`config.mk`:
```
export PLATFORM = sky130hd
export DESIGN_NAME = serial_subtractor
export DESIGN_NICKNAME = d
export VERILOG_FILES = /design/src/rtl/serial_subtractor.sv
export SDC_FILE = /design/constraint.sdc
export NUM_CORES = 1
export LEC_CHECK = 0
export CAP_MARGIN = 20
export CORE_UTILIZATION = 50
export CTS_CLUSTER_DIAMETER = 80
export DETAILED_ROUTE_END_ITERATION = 16
export PLACE_DENSITY_LB_ADDON = 0.3
export SYNTH_ARGS = -nofsm -noshare
export SYNTH_HDL_FRONTEND = slang
export SYNTH_SLANG_ARGS = --single-unit
export TNS_END_PERCENT = 10
```
`constraint.sdc`:
```
create_clock -name clk -period 1.6 [get_ports clk]
set_input_delay 0.32 -clock clk [delete_from_list [all_inputs] [get_ports clk]]
set_output_delay 0.32 -clock clk [all_outputs]
set_load 0.02 [all_outputs]
```
`src/rtl/serial_subtractor.sv`:
```
`default_nettype none
// ============================================================================
// Module      : serial_subtractor
// Description : Multi-cycle ripple-borrow subtractor, d = a - b - bin.
//               Handles DIGIT bits per clock, LSB digit first, using a
//               start/busy/done handshake. Result is modulo 2^WIDTH and
//               bout flags unsigned underflow.
// Revision    : 1.0 - initial release
// ============================================================================
module serial_subtractor #(
  parameter int WIDTH = 8,
  parameter int DIGIT = 1
) (
  input  logic             clk,
  input  logic             rst,
  input  logic             start,
  input  logic [WIDTH-1:0] a,
  input  logic [WIDTH-1:0] b,
  input  logic             bin,
  output logic             busy,
  output logic             done,
  output logic [WIDTH-1:0] d,
  output logic             bout
);

  localparam int NDIG  = WIDTH / DIGIT;
  localparam int CNT_W = $clog2(NDIG + 1);

  localparam logic [0:0] S_IDLE = 1'b0;
  localparam logic [0:0] S_BUSY = 1'b1;

  localparam logic [CNT_W-1:0] LAST_CNT = CNT_W'(NDIG - 1);

  // A digit width that does not tile the operand cannot be processed cleanly.
  generate
    if ((WIDTH % DIGIT) != 0) begin : g_bad_digit
      $error("serial_subtractor: WIDTH must be a multiple of DIGIT");
    end
  endgenerate

  logic [0:0]       state_q,  state_d;
  logic [WIDTH-1:0] a_q,      a_d;
  logic [WIDTH-1:0] b_q,      b_d;
  logic             borrow_q, borrow_d;
  logic [CNT_W-1:0] cnt_q,    cnt_d;
  logic [WIDTH-1:0] d_q,      d_d;
  logic             bout_q,   bout_d;
  logic             done_q,   done_d;

  logic [DIGIT:0]   dig_diff;
  logic             last_digit;

  // Digit-slice subtraction; the extra top bit is the borrow into the next digit.
  always_comb begin
    dig_diff   = {1'b0, a_q[DIGIT-1:0]} - {1'b0, b_q[DIGIT-1:0]}
                 - {{DIGIT{1'b0}}, borrow_q};
    last_digit = (cnt_q == LAST_CNT);
  end

  // Next-state logic: IDLE accepts a request, BUSY runs until the last digit.
  always_comb begin
    state_d = state_q;
    case (state_q)
      S_IDLE:  if (start)      state_d = S_BUSY;
      S_BUSY:  if (last_digit) state_d = S_IDLE;
      default:                 state_d = S_IDLE;
    endcase
  end

  // Datapath next values: capture on accept, then one digit per BUSY cycle.
  always_comb begin
    a_d      = a_q;
    b_d      = b_q;
    borrow_d = borrow_q;
    cnt_d    = cnt_q;
    d_d      = d_q;
    bout_d   = bout_q;
    done_d   = 1'b0;
    if (state_q == S_IDLE) begin
      if (start) begin
        a_d      = a;
        b_d      = b;
        borrow_d = bin;
        cnt_d    = '0;
      end
    end else begin
      for (int i = 0; i < NDIG; i++) begin
        if (cnt_q == CNT_W'(i)) d_d[i*DIGIT +: DIGIT] = dig_diff[DIGIT-1:0];
      end
      borrow_d = dig_diff[DIGIT];
      a_d      = a_q >> DIGIT;
      b_d      = b_q >> DIGIT;
      if (last_digit) begin
        // Counter clears on completion so the next op starts from slot 0.
        cnt_d  = '0;
        bout_d = dig_diff[DIGIT];
        done_d = 1'b1;
      end else begin
        cnt_d  = cnt_q + CNT_W'(1);
      end
    end
  end

  // State and datapath registers; reset abandons any in-flight operation.
  always_ff @(posedge clk) begin
    if (rst) begin
      state_q  <= S_IDLE;
      a_q      <= '0;
      b_q      <= '0;
      borrow_q <= 1'b0;
      cnt_q    <= '0;
      d_q      <= '0;
      bout_q   <= 1'b0;
      done_q   <= 1'b0;
    end else begin
      state_q  <= state_d;
      a_q      <= a_d;
      b_q      <= b_d;
      borrow_q <= borrow_d;
      cnt_q    <= cnt_d;
      d_q      <= d_d;
      bout_q   <= bout_d;
      done_q   <= done_d;
    end
  end

  // Output decode: busy follows the state, the rest come straight from flops.
  always_comb begin
    busy = (state_q == S_BUSY);
    done = done_q;
    d    = d_q;
    bout = bout_q;
  end

endmodule
`default_nettype wire

```
==> flow_summary_export.csv <==
group,metric,value,unit
setup_path,crit_slowest_cell,"dfxtp_1",
timing,period_minus_slack,1.38,ns
pwr,sw_frac_of_total,0.234,
finish,syn2layout_area_growth,27.2,%
finish,drive_gt1_frac,0.0628,
die,fp.dieW,56.7,µm
timing,slew_headroom,0.783,
grt,grt_use_total,0.197,
routing,drt_first_iter_violations,26,
run,cap_violations,0,
routing,wire_per_inst,12.8,µm
yosys,ys_ff_latch,32,
outcome,violations,"design-rule violations",
cts,clockBufferDepth,2,
grt,grt_pass1_vias,1127,
routing,viasPerCell,5.41,
setup_path,rrSetupSlack,0.22,ns
timing,timing.fmax,0.722,GHz
finish,final_common_cell,"dfxtp_1",
die,die-area,0.00322,mm²
pwr,leakage,0.808,nW
setup_path,start_kind,"flip-flop",
grt,grt_max_degree,33,
routing,dr.pass1.iters,10,
outcome,outcome,"finished, violations left",
grt,antenna_found_initial,0,
pwr,powerDensity,939,mW/mm²
timing,rsz0062_at_grt,"false",
placement,dpl.hpwl,1.98,mm
yosys,synth_fp_nets,188,
cts,h-tree-depth,2,
placement,portBuffers,30,
timing,worst_slew_pin_slew,0.325,ns
die,io_pins,31,
pwr,p_switching,0.000418,W
finish,mostFrequentLayoutCells,"32 x dfxtp_1, 19 x clkdlybuf4s50_1, 18 x mux2i_1, 16 x nor2b_1, 16 x nand2_1",
finish,num_antenna_cells,0,
timing,tns,0,ns
timing,setup_viol,0,
pwr,cell_internal_pwr,0.00137,W
finish,num-nets-final,215,
cts,clk_pin_slew_worst_paths,0.10,ns
cts,ctsResizeCount,10,
setup_path,required,1.85,ns
routing,ant_nets,0,
yosys,ys_warn_count,0,
grt,grt_pass1_wl,4.82,mm
setup_path,worstSetupPathType,"reg2reg",
die,die_h,56.7,µm
pwr,total_power,0.00179,W
yosys,syn_area_per_cell,9.18,µm²
yosys,syn-cell-area,0.00150,mm²
placement,gp_congestion,0.789,
timing,post-route-period-util,0.865,
die,core,0.00281,mm²
cts,postCtsHoldBufs,0,
timing,finClkSkew,0.00524,ns
setup_path,slowest_delay,0.43,ns
finish,n_fill_cell,223,
setup_path,arrival,1.63,ns
cts,clock-sinks,32,
cts,post_cts_buffers,0,
yosys,ys_seq_area_frac,0.428,
min_path,hp-class,"reg2reg",
routing,drc,4,
cts,cts-root-buf,"clkbuf_4",
pwr,clockPowerShare,0.393,
setup_path,path_cells,"ha_1, and4b_1, mux2i_1, nor2_1",
pwr,comb_power_share,0.131,
cts,clk-insertion-delay-late,0.34,ns
routing,routed-via-count,1201,
timing,drv_slew,0,
grt,gr-total-overflow,0,
pwr,vdd_drop_max,0.519,mV
cts,cts_buffers,5,
routing,routed_wl,2.85,mm
die,initial_core_util,0.533,
yosys,syn_inst,163,
yosys,synth.distinct_cells,24,
pwr,power_frac_seq,0.476,
timing,hold_violations,0,
cts,cts_tree,"built",
die,rows,19,
setup_path,end_kind,"flip-flop",
setup_path,cp_max_fo,6,
-- state kept, by name (all words and copies together) (netlist names) --
name and count:
a_q 8, b_q 8, d 8, cnt_q 4, borrow_q 1, bout 1
busy 1, done 1
-- synthesized netlist by cell type --
cell type,n,area share
dfxtp_1,32,0.43
mux2i_1,18,0.12
nand2_1,16,0.040
nor2b_1,16,0.067
o21ai_0,15,0.050
nor2_1,11,0.028
a211oi_1,9,0.045
a21oi_1,5,0.017
clkbuf_1,5,0.013
and4b_1,4,0.027
and4bb_1,4,0.033
buf_2,4,0.013
buf_4,4,0.020
ha_1,4,0.033
inv_1,4,0.010
nor3_1,3,0.010
nand3_1,2,0.0067
buf_1,1,0.0025
fa_1,1,0.013
nand2b_1,1,0.0042
nand3b_1,1,0.0050
nand4_1,1,0.0042
nor3b_1,1,0.0050
or3_1,1,0.0042
-- per-layer routing --
layer,GRT usage,routed length (µm),vias up
li1,-,-,611
met1,0.212,1270,558
met2,0.345,1390,27
met3,0.0783,144,5
met4,0.0750,46,0
met5,0,0,-
-- critical path: cells and delay by family, from the launching register on --
kind / cells / cell delay (ns)
DFF: 1 / 0.43
and+or+nand+nor: 2 / 0.37
adders and majority gates: 1 / 0.29
muxes: 1 / 0.20
-- power by group through the flow --
stage,Sequential (W),Clock (W),Combinational (W)
6_report,0.000852,0.000702,0.000234
5_1_grt,0.000857,0.000747,0.000257
4_1_cts,0.000852,0.000709,0.000236
3_5_place_dp,0.000870,0,0.000239
3_3_place_gp,0.000868,0,0.000229
2_1_floorplan,0.000873,0,0.000139
-- per-stage QoR --
stage | setup WS [ns] | area [µm²] | hold slack [ns] | util | std cells
2_1_floorplan | 0.279 | 1500 | 0.392 | - | 163
6_report | 0.215 | 1900 | 0.499 | 0.678 | 222
5_1_grt | 0.101 | 1900 | 0.527 | 0.678 | 222
3_3_place_gp | 0.0775 | 1820 | 0.473 | 0.648 | 214
4_1_cts | 0.0259 | 1900 | 0.501 | 0.678 | 222
3_5_place_dp | 0.0252 | 1820 | 0.490 | 0.648 | 214
-- worst paths after layout --
path | cells after the start | from | end
worst max-delay path | 4 | cnt_q[0] | bout
worst min-delay path | 2 | d[6] | d[6]
worst max register to register | 4 | cnt_q[0] | bout
worst min register to register | 2 | d[6] | d[6]
-- layout make-up --
type                    instances  area (µm²)  area share
multi-input cells             113         768       0.404
clock buffers                   7        65.1      0.0342
well taps                      31        38.8      0.0204
repair buffers                 34         345       0.181
inverters                       4        15.0     0.00789
flip-flops and latches         32         641       0.337
clock inverters                 1        30.0      0.0158
-- cell families after synthesis --
kind of cell | count (synthesis) | share of synthesized area
flip-flops | 32 | 0.428
AND/OR/NAND/NOR | 61 | 0.234
buffers and inverters | 18 | 0.0585
AO/OA/AOI/OAI | 29 | 0.112
adder cells (fa/ha/maj) | 5 | 0.0468
multiplexers | 18 | 0.120
(Power assumes the default switching activity.)
